===== config.mk =====
export PLATFORM = sky130hd
export DESIGN_NAME = fetch_sequencer_flat
export DESIGN_NICKNAME = d
export VERILOG_FILES = /design/src/rtl/fetch_pkg.sv /design/src/rtl/fetch_sequencer_if.sv /design/src/rtl/fetch_group_reg.sv /design/src/rtl/fetch_sequencer.sv /design/src/flat_wrapper.sv
export SDC_FILE = /design/constraint.sdc
export NUM_CORES = 1
export LEC_CHECK = 0
export BUFFER_PORTS_ARGS = -buffer_cell sky130_fd_sc_hd__buf_2
export CORE_ASPECT_RATIO = 0.75
export CORE_UTILIZATION = 45
export CTS_BUF_LIST = sky130_fd_sc_hd__clkbuf_4
export DETAILED_ROUTE_END_ITERATION = 10
export PLACE_DENSITY_LB_ADDON = 0.25
export REMOVE_ABC_BUFFERS = 1
export SLEW_MARGIN = 40
export SYNTH_ARGS = -nofsm -noshare
export SYNTH_HDL_FRONTEND = slang
export SYNTH_SLANG_ARGS = --single-unit

===== constraint.sdc =====
create_clock -name clk -period 1.8 [get_ports clk]
set_input_delay 0.18 -clock clk [delete_from_list [all_inputs] [get_ports clk]]
set_output_delay 0.18 -clock clk [all_outputs]
set_load 0.03 [all_outputs]

===== src/rtl/fetch_pkg.sv =====
// -----------------------------------------------------------------------------
// fetch_pkg
// Shared types and constants for the fetch sequencer slice.
//   fetch_state_t : sequencer FSM states (request / wait for response / hold)
//   NOP_INSTR     : instruction word shown in empty slots (addi x0,x0,0)
//   FETCH_WIDTH   : instructions per fetch group
//   GROUP_BYTES   : byte stride between consecutive fetch groups
// -----------------------------------------------------------------------------
package fetch_pkg;

  typedef enum logic [1:0] {
    FS_REQ  = 2'd0,
    FS_WAIT = 2'd1,
    FS_HOLD = 2'd2
  } fetch_state_t;

  localparam logic [31:0] NOP_INSTR   = 32'h0000_0013;
  localparam int          FETCH_WIDTH = 3;
  localparam int          GROUP_BYTES = 12;

endpackage


===== src/rtl/fetch_sequencer_if.sv =====
// -----------------------------------------------------------------------------
// fetch_sequencer_if
// Bundles the instruction-memory request/response channel and the fetch-group
// outputs towards the instruction buffer.
//   master : the fetch sequencer (drives requests and fetch slots)
//   slave  : the environment (memory + instruction buffer)
// Signals:
//   imem_req_valid_o / imem_req_ready_i / imem_req_addr_o : request channel
//   imem_rsp_valid_i / imem_rsp_data_i                    : response channel
//   fetch_valid_o, instruction_o_k, pc_o_k, fetch_ready_i : buffer side
// -----------------------------------------------------------------------------
interface fetch_sequencer_if #(
  parameter int DATA_WIDTH = 32
);

  logic                    imem_req_valid_o;
  logic                    imem_req_ready_i;
  logic [DATA_WIDTH-1:0]   imem_req_addr_o;
  logic                    imem_rsp_valid_i;
  logic [3*DATA_WIDTH-1:0] imem_rsp_data_i;
  logic [2:0]              fetch_valid_o;
  logic [DATA_WIDTH-1:0]   instruction_o_0;
  logic [DATA_WIDTH-1:0]   instruction_o_1;
  logic [DATA_WIDTH-1:0]   instruction_o_2;
  logic [DATA_WIDTH-1:0]   pc_o_0;
  logic [DATA_WIDTH-1:0]   pc_o_1;
  logic [DATA_WIDTH-1:0]   pc_o_2;
  logic                    fetch_ready_i;

  modport master (
    output imem_req_valid_o,
    output imem_req_addr_o,
    input  imem_req_ready_i,
    input  imem_rsp_valid_i,
    input  imem_rsp_data_i,
    output fetch_valid_o,
    output instruction_o_0,
    output instruction_o_1,
    output instruction_o_2,
    output pc_o_0,
    output pc_o_1,
    output pc_o_2,
    input  fetch_ready_i
  );

  modport slave (
    input  imem_req_valid_o,
    input  imem_req_addr_o,
    output imem_req_ready_i,
    output imem_rsp_valid_i,
    output imem_rsp_data_i,
    input  fetch_valid_o,
    input  instruction_o_0,
    input  instruction_o_1,
    input  instruction_o_2,
    input  pc_o_0,
    input  pc_o_1,
    input  pc_o_2,
    output fetch_ready_i
  );

endinterface


===== src/rtl/fetch_group_reg.sv =====
// -----------------------------------------------------------------------------
// fetch_group_reg
// Holding register for one fetch group (SLOTS instructions plus their PCs).
// Ports:
//   clk, reset : clock and synchronous active-high reset
//   load       : capture load_data; slot k gets PC load_base + 4k
//   clear      : invalidate all slots (NOP, PC 0); wins over load
//   load_base  : byte address of slot 0
//   load_data  : slot k in bits [k*DATA_WIDTH +: DATA_WIDTH]
//   valid_o    : per-slot valid
//   instr_o    : per-slot instruction
//   pc_o       : per-slot PC
// With neither load nor clear the contents are held unchanged.
// -----------------------------------------------------------------------------
module fetch_group_reg
  import fetch_pkg::*;
#(
  parameter int DATA_WIDTH = 32,
  parameter int SLOTS      = 3
) (
  input  logic                                 clk,
  input  logic                                 reset,
  input  logic                                 load,
  input  logic                                 clear,
  input  logic [DATA_WIDTH-1:0]                load_base,
  input  logic [SLOTS*DATA_WIDTH-1:0]          load_data,
  output logic [SLOTS-1:0]                     valid_o,
  output logic [SLOTS-1:0][DATA_WIDTH-1:0]     instr_o,
  output logic [SLOTS-1:0][DATA_WIDTH-1:0]     pc_o
);

  logic [SLOTS-1:0]                 valid_reg;
  logic [SLOTS-1:0][DATA_WIDTH-1:0] instr_reg;
  logic [SLOTS-1:0][DATA_WIDTH-1:0] pc_reg;

  genvar gi;
  generate
    for (gi = 0; gi < SLOTS; gi++) begin : g_slot
      always_ff @(posedge clk) begin
        if (reset || clear) begin
          valid_reg[gi] <= 1'b0;
          instr_reg[gi] <= DATA_WIDTH'(NOP_INSTR);
          pc_reg[gi]    <= '0;
        end else if (load) begin
          valid_reg[gi] <= 1'b1;
          instr_reg[gi] <= load_data[gi*DATA_WIDTH +: DATA_WIDTH];
          // Slot PCs wrap naturally at the top of the address space.
          pc_reg[gi]    <= load_base + DATA_WIDTH'(4 * gi);
        end
      end
    end
  endgenerate

  assign valid_o = valid_reg;
  assign instr_o = instr_reg;
  assign pc_o    = pc_reg;

endmodule


===== src/rtl/fetch_sequencer.sv =====
// -----------------------------------------------------------------------------
// fetch_sequencer
// Fetch-side controller for the instruction buffer. Issues one instruction
// memory request per 3-instruction group, holds the returned group until the
// buffer takes it, and handles branch redirects (flush + discard of a stale
// in-flight response).
// Ports:
//   clk, reset       : clock and synchronous active-high reset
//   bus (master)     : imem request/response channel and fetch-group outputs
//   redirect_valid_i : redirect request (priority over everything but reset)
//   redirect_pc_i    : new fetch PC (low 2 bits ignored)
//   flush_o          : combinational flush to the buffer, equals redirect_valid_i
//   group_count_o    : groups delivered to the buffer (wrapping)
//   stall_count_o    : cycles a group was held with fetch_ready_i low (wrapping)
// At most one request is outstanding; responses arrive in order.
// -----------------------------------------------------------------------------
module fetch_sequencer
  import fetch_pkg::*;
#(
  parameter int                    DATA_WIDTH  = 32,
  parameter logic [DATA_WIDTH-1:0] RESET_PC    = '0,
  parameter int                    FETCH_WIDTH = 3
) (
  input  logic                  clk,
  input  logic                  reset,
  fetch_sequencer_if.master     bus,
  input  logic                  redirect_valid_i,
  input  logic [DATA_WIDTH-1:0] redirect_pc_i,
  output logic                  flush_o,
  output logic [31:0]           group_count_o,
  output logic [31:0]           stall_count_o
);

  localparam logic [DATA_WIDTH-1:0] ALIGN_MASK = ~DATA_WIDTH'(3);
  localparam logic [DATA_WIDTH-1:0] GROUP_STEP = DATA_WIDTH'(GROUP_BYTES);

  fetch_state_t          state_reg, state_next;
  logic [DATA_WIDTH-1:0] pc_reg, pc_next;
  logic [DATA_WIDTH-1:0] req_addr_reg, req_addr_next;
  logic                  discard_reg, discard_next;
  logic [31:0]           group_count_reg, group_count_next;
  logic [31:0]           stall_count_reg, stall_count_next;

  logic                  req_fire;
  logic                  grp_load;
  logic                  grp_clear;

  logic [FETCH_WIDTH-1:0]                 grp_valid;
  logic [FETCH_WIDTH-1:0][DATA_WIDTH-1:0] grp_instr;
  logic [FETCH_WIDTH-1:0][DATA_WIDTH-1:0] grp_pc;

  assign req_fire = (state_reg == FS_REQ) && bus.imem_req_ready_i;

  // ---------------------------------------------------------------------------
  // State register
  // ---------------------------------------------------------------------------
  always_ff @(posedge clk) begin
    if (reset) begin
      state_reg       <= FS_REQ;
      pc_reg          <= RESET_PC & ALIGN_MASK;
      req_addr_reg    <= '0;
      discard_reg     <= 1'b0;
      group_count_reg <= '0;
      stall_count_reg <= '0;
    end else begin
      state_reg       <= state_next;
      pc_reg          <= pc_next;
      req_addr_reg    <= req_addr_next;
      discard_reg     <= discard_next;
      group_count_reg <= group_count_next;
      stall_count_reg <= stall_count_next;
    end
  end

  // ---------------------------------------------------------------------------
  // Next-state logic. Normal flow first, then the redirect overlay which
  // replaces the decisions of the normal flow where it applies.
  // ---------------------------------------------------------------------------
  always_comb begin
    state_next       = state_reg;
    pc_next          = pc_reg;
    req_addr_next    = req_addr_reg;
    discard_next     = discard_reg;
    group_count_next = group_count_reg;
    stall_count_next = stall_count_reg;
    grp_load         = 1'b0;
    grp_clear        = 1'b0;

    case (state_reg)
      FS_REQ: begin
        if (req_fire) begin
          req_addr_next = pc_reg;
          pc_next       = pc_reg + GROUP_STEP;
          state_next    = FS_WAIT;
        end
      end
      FS_WAIT: begin
        if (bus.imem_rsp_valid_i) begin
          if (discard_reg) begin
            // Stale response from before a redirect: drop and re-request.
            discard_next = 1'b0;
            state_next   = FS_REQ;
          end else begin
            grp_load   = 1'b1;
            state_next = FS_HOLD;
          end
        end
      end
      FS_HOLD: begin
        if (bus.fetch_ready_i) begin
          grp_clear        = 1'b1;
          group_count_next = group_count_reg + 32'd1;
          state_next       = FS_REQ;
        end else begin
          stall_count_next = stall_count_reg + 32'd1;
        end
      end
      default: begin
        state_next = FS_REQ;
      end
    endcase

    if (redirect_valid_i) begin
      // The held group (if any) is invalidated and no transfer or stall is
      // accounted for in a redirect cycle.
      pc_next          = redirect_pc_i & ALIGN_MASK;
      grp_load         = 1'b0;
      grp_clear        = 1'b1;
      group_count_next = group_count_reg;
      stall_count_next = stall_count_reg;

      case (state_reg)
        FS_REQ: begin
          if (req_fire) begin
            // The request just left; its response must be thrown away.
            discard_next = 1'b1;
            state_next   = FS_WAIT;
          end else begin
            state_next = FS_REQ;
          end
        end
        FS_WAIT: begin
          if (bus.imem_rsp_valid_i) begin
            // The only outstanding response is consumed right now, so
            // nothing remains in flight to discard.
            discard_next = 1'b0;
            state_next   = FS_REQ;
          end else begin
            discard_next = 1'b1;
            state_next   = FS_WAIT;
          end
        end
        default: begin
          state_next = FS_REQ;
        end
      endcase
    end
  end

  // ---------------------------------------------------------------------------
  // Group holding register
  // ---------------------------------------------------------------------------
  fetch_group_reg #(
    .DATA_WIDTH (DATA_WIDTH),
    .SLOTS      (FETCH_WIDTH)
  ) u_group (
    .clk       (clk),
    .reset     (reset),
    .load      (grp_load),
    .clear     (grp_clear),
    .load_base (req_addr_reg),
    .load_data (bus.imem_rsp_data_i),
    .valid_o   (grp_valid),
    .instr_o   (grp_instr),
    .pc_o      (grp_pc)
  );

  // ---------------------------------------------------------------------------
  // Outputs
  // ---------------------------------------------------------------------------
  assign bus.imem_req_valid_o = (state_reg == FS_REQ);
  assign bus.imem_req_addr_o  = pc_reg;
  assign bus.fetch_valid_o    = grp_valid;
  assign bus.instruction_o_0  = grp_instr[0];
  assign bus.instruction_o_1  = grp_instr[1];
  assign bus.instruction_o_2  = grp_instr[2];
  assign bus.pc_o_0           = grp_pc[0];
  assign bus.pc_o_1           = grp_pc[1];
  assign bus.pc_o_2           = grp_pc[2];

  assign flush_o       = redirect_valid_i;
  assign group_count_o = group_count_reg;
  assign stall_count_o = stall_count_reg;

endmodule

===== src/flat_wrapper.sv =====
// flat-port wrapper written by rule: the top's interface ports become plain ports
module fetch_sequencer_flat import fetch_pkg::*;
#(
  parameter int                    DATA_WIDTH  = 32,
  parameter logic [DATA_WIDTH-1:0] RESET_PC    = '0,
  parameter int                    FETCH_WIDTH = 3
)
  (clk, reset, redirect_valid_i, redirect_pc_i, flush_o, group_count_o, stall_count_o, bus_imem_req_valid_o, bus_imem_req_addr_o, bus_imem_req_ready_i, bus_imem_rsp_valid_i, bus_imem_rsp_data_i, bus_fetch_valid_o, bus_instruction_o_0, bus_instruction_o_1, bus_instruction_o_2, bus_pc_o_0, bus_pc_o_1, bus_pc_o_2, bus_fetch_ready_i);
  fetch_sequencer_if #(.DATA_WIDTH(DATA_WIDTH)) bus_i ();
  input  logic clk;
  input  logic reset;
  input  logic redirect_valid_i;
  input  logic [DATA_WIDTH-1:0] redirect_pc_i;
  output logic flush_o;
  output logic [31:0] group_count_o;
  output logic [31:0] stall_count_o;
  output wire logic [$bits(bus_i.imem_req_valid_o)-1:0] bus_imem_req_valid_o;
  output wire logic [$bits(bus_i.imem_req_addr_o)-1:0] bus_imem_req_addr_o;
  input wire logic [$bits(bus_i.imem_req_ready_i)-1:0] bus_imem_req_ready_i;
  input wire logic [$bits(bus_i.imem_rsp_valid_i)-1:0] bus_imem_rsp_valid_i;
  input wire logic [$bits(bus_i.imem_rsp_data_i)-1:0] bus_imem_rsp_data_i;
  output wire logic [$bits(bus_i.fetch_valid_o)-1:0] bus_fetch_valid_o;
  output wire logic [$bits(bus_i.instruction_o_0)-1:0] bus_instruction_o_0;
  output wire logic [$bits(bus_i.instruction_o_1)-1:0] bus_instruction_o_1;
  output wire logic [$bits(bus_i.instruction_o_2)-1:0] bus_instruction_o_2;
  output wire logic [$bits(bus_i.pc_o_0)-1:0] bus_pc_o_0;
  output wire logic [$bits(bus_i.pc_o_1)-1:0] bus_pc_o_1;
  output wire logic [$bits(bus_i.pc_o_2)-1:0] bus_pc_o_2;
  input wire logic [$bits(bus_i.fetch_ready_i)-1:0] bus_fetch_ready_i;
  assign bus_imem_req_valid_o = bus_i.imem_req_valid_o;
  assign bus_imem_req_addr_o = bus_i.imem_req_addr_o;
  assign bus_i.imem_req_ready_i = bus_imem_req_ready_i;
  assign bus_i.imem_rsp_valid_i = bus_imem_rsp_valid_i;
  assign bus_i.imem_rsp_data_i = bus_imem_rsp_data_i;
  assign bus_fetch_valid_o = bus_i.fetch_valid_o;
  assign bus_instruction_o_0 = bus_i.instruction_o_0;
  assign bus_instruction_o_1 = bus_i.instruction_o_1;
  assign bus_instruction_o_2 = bus_i.instruction_o_2;
  assign bus_pc_o_0 = bus_i.pc_o_0;
  assign bus_pc_o_1 = bus_i.pc_o_1;
  assign bus_pc_o_2 = bus_i.pc_o_2;
  assign bus_i.fetch_ready_i = bus_fetch_ready_i;
  fetch_sequencer #(.DATA_WIDTH(DATA_WIDTH), .RESET_PC(RESET_PC), .FETCH_WIDTH(FETCH_WIDTH)) u_core (.clk(clk), .reset(reset), .bus(bus_i), .redirect_valid_i(redirect_valid_i), .redirect_pc_i(redirect_pc_i), .flush_o(flush_o), .group_count_o(group_count_o), .stall_count_o(stall_count_o));
endmodule

==> summary.txt <==
Logic synthesis
  – Synth area leader: dfxtp_1
  – Ys Warns: 0
  – Synth top area cells: dfxtp_1 (48%), nand2_1 (10%), a21oi_1 (8.1%)
  – Post-synthesis sequential area ratio: 0.4769
  – #FFs+latches synth: 313
  – Post-synthesis cell count: 1638
  – Asr flop ratio synth: 0
  – Post-synth EDFFs: 0
  – Post-Syn Area: 13140 um^2
  – Most used DFF post-synth: dfxtp_1
  – Share of the synthesized area in the top cell type: 0.4769
  – Distinct cells, synth: 44
  – Syn avg cell area: 8.021 um^2

Status
  – Violated checks: negative setup slack
  – Outcome: finished with violations

Timing
  – Setup violations, final: 58
  – Max Slew Vio Count: 0
  – PnR worst setup slack: -0.04297 ns
  – Worst-Margin Slew: 0.5832 ns
  – Period utilization: 1.024
  – Fmax: 542.6 MHz
  – TNS Setup: -1.205 ns
  – Min Clock Period, post-route: 1.843 ns
  – RSZ-0062 raised after global routing: true
  – Final Hold Fails: 0
  – Relative slew slack: 0.6112
  – Final Skew: 0.02688 ns

Global route
  – Global-route wire length before repair: 68140 um
  – Largest net degree at the start of global routing: 125
  – Total Routing Usage GR: 0.2861
  – Antenna violations before repair: 2
  – Number of global-route vias before repair: 13410
  – Grt total ovfl: 0

Power
  – Combinational power share: 0.109
  – NetSw: 3.995 mW
  – Internal: 11.19 mW
  – Peak supply drop: 0.5115 mV
  – Leak: 8.448 nW
  – Switch share: 0.2630
  – Clock group share of total power: 0.420
  – Part of the power in registers: 0.470
  – PD cells: 772.1 nW/um^2

Floorplan
  – Ports: 427
  – FP Rows: 53
  – Core ar.: 28380 um^2
  – Die Wd: 199.3 um
  – Die area: 29890 um^2
  – Chip Height: 150.0 um
  – Initial Util: 0.4629

Layout
  – Commonest non-fill, non-tap cells in the layout: buf_2 (415), nand2_1 (356), dfxtp_1 (306)
  – Fraction of layout cells with a size suffix above 1: 0.3410
  – Largest register FFs: 96
  – Commonest non-fill, non-tap cell in the layout: buf_2
  – Area delta synth->final: 49.73%
  – Fillers: 2291
  – Nets: 2465

CTS
  – CTS HTree Levels: 3
  – Clk_lat worst skew: 0.72 ns
  – Max clock buf depth: 3
  – CTS tree: yes
  – Sink Count: 313
  – Root buf cell: clkbuf_4
  – Num CTS Buffers: 81
  – Clk slew on worst S/H paths: 0.07 ns

Routing
  – Routed WL: 46530 um
  – Pre-antenna DRT Iters: 5
  – Detail Route Antenna Nets: 0
  – DRT iter0 DRCs: 905
  – Via count: 14430
  – Drt wl/cell: 16.81 um
  – Vias/cell: 5.215
  – DRC errors left: 0

Setup path
  – Setup Crit Path Kind: register to register
  – Arr. time, crit path: 2.44 ns
  – CP Launch Type: register
  – Worst-path maximum fanout: 16
  – Data required time of the worst path: 2.39 ns
  – Critical Path Sink Type: register
  – Reg2Reg Setup Slack: -0.04 ns
  – R2R cell count: 7
  – Worst r2r dst: u_core.u_group.pc_o[3]$_SDFFE_PP0P_
  – Reg2Reg Launch Point: u_core.state_reg[0]$_SDFFE_PP0P_

Job
  – Max Cap Violations: 0

Placement
  – Pre-CTS setup slack: -0.1519 ns
  – I/O Buffers: 416
  – Final HPWL DP: 29820 um
  – Gpl congestion: 0.8874

Worst hold path
  – Min-delay src: redirect_valid_i
  – Hold path cells: 5
  – Worst min-delay path category: input port to register
  – WHS Endpoint: u_core.bus.imem_req_addr_o[12]$_SDFFE_PP0P_
==> cells in the mapped netlist, types with 8 or more instances <==
cell,count
or3_1,16
xor2_1,70
a211oi_1,23
and4_1,13
inv_1,16
and3_1,13
nand4_1,60
a21oi_1,213
buf_4,14
nor2b_1,9
o21ai_0,63
dfxtp_1,313
buf_1,8
nand2_1,363
clkbuf_1,99
xnor2_1,56
nor4_1,16
nor3_1,37
buf_2,15
nor2_1,117
nand3_1,54
==> cell families (layout without fill, tap and decap cells) <==
family                     count (synthesis)  after routing  synth area share
and+or+nand+nor                          722            722            0.2536
DFF                                      313            313            0.4769
AOI/OAI and AO/OA                        311            311            0.1259
buffers and inverters                    154            890           0.05000
xor gates and xnor gates                 126            126           0.08399
muxes                                      6              6          0.004571
adders and majority gates                  5              5          0.004761
other                                      1             10         0.0002854
==> worst max-delay path by stage <==
stage	start	end	slack [ns]	cells after the start
2_1_floorplan	u_core.state_reg[0]$_SDFFE_PP0P_	u_core.u_group.pc_o[63]$_SDFFE_PP0P_	-4.70	5
5_1_grt	u_core.state_reg[0]$_SDFFE_PP0P_	u_core.u_group.pc_o[44]$_SDFFE_PP0P_	-0.12	9
3_5_place_dp	redirect_valid_i	u_core.group_count_o[22]$_SDFFE_PP0P_	-0.15	7
4_1_cts	u_core.req_addr_reg[3]$_SDFFE_PP0N_	u_core.u_group.pc_o[61]$_SDFFE_PP0P_	-0.02	8
3_3_place_gp	redirect_valid_i	u_core.group_count_o[22]$_SDFFE_PP0P_	-0.1	7
6_report	u_core.state_reg[0]$_SDFFE_PP0P_	u_core.u_group.pc_o[3]$_SDFFE_PP0P_	-0.04	7
==> power groups by stage <==
stage          clock network [mW]  registers (mW)  logic, mW
6_report                     6.38            7.14       1.66
2_1_floorplan                   0            7.50      0.419
3_5_place_dp                    0            7.29       1.29
3_3_place_gp                    0            7.29       1.28
4_1_cts                      6.49            7.14       1.53
5_1_grt                      6.88            7.15       1.77
==> metrics by stage <==
step | hold slack [ns] | std cells | util | cell area [um^2] | total power [mW]
6_report | 0.08049 | 2768 | 0.6931 | 19670 | 15.19
5_1_grt | 0.04987 | 2768 | 0.6931 | 19670 | 15.81
4_1_cts | 0.01696 | 2737 | 0.6672 | 18940 | 15.15
3_5_place_dp | 0.3950 | 2468 | 0.5816 | 16510 | 8.584
3_3_place_gp | 0.3909 | 2468 | 0.5816 | 16510 | 8.566
2_1_floorplan | 0.2491 | 1508 | - | 12570 | 7.917
==> layer usage <==
metal	up-vias	track usage	share of wire
met4	0	0.1473	0.036
met1	6740	0.3754	0.43
met3	137	0.07099	0.077
met5	-	0	0
met2	620	0.4347	0.46
li1	6937	-	-
==> worst max-delay path: stages (launching register included) <==
cell and delay, ns:
dfxtp_4 0.36, buf_6 0.12, nand2_4 0.05, or4_4 0.66, buf_12 0.19, clkbuf_16 0.17
nand2_1 0.07, a21oi_1 0.06
==> final cells by class <==
| type | instances | area [um^2] | share of cell area |
|---|---|---|---|
| Antenna cell | 2 | 5.005 | 0.0002544 |
| Inverter | 17 | 63.81 | 0.003244 |
| Clock buffer | 118 | 885.9 | 0.04503 |
| Timing Repair Buffer | 735 | 5172 | 0.2629 |
| Sequential cell | 313 | 6277 | 0.3191 |
| Multi-Input combinational cell | 1178 | 6630 | 0.3370 |
| Clock inverter | 20 | 156.4 | 0.007950 |
| Tap cell | 385 | 481.7 | 0.02449 |
==> what timing repair did <==
item | in CTS | in global routing
endpoints found under the setup margin | 26 | 84
endpoints found under the hold margin | 128 | 0
gates resized for setup | 20 | 91
pin swaps | 1 | 25
gates cloned | 0 | 8
hold buffers | 130 | 0
buffers inserted | 1 | 21
Note: power is estimated with default switching activity, not from simulation.
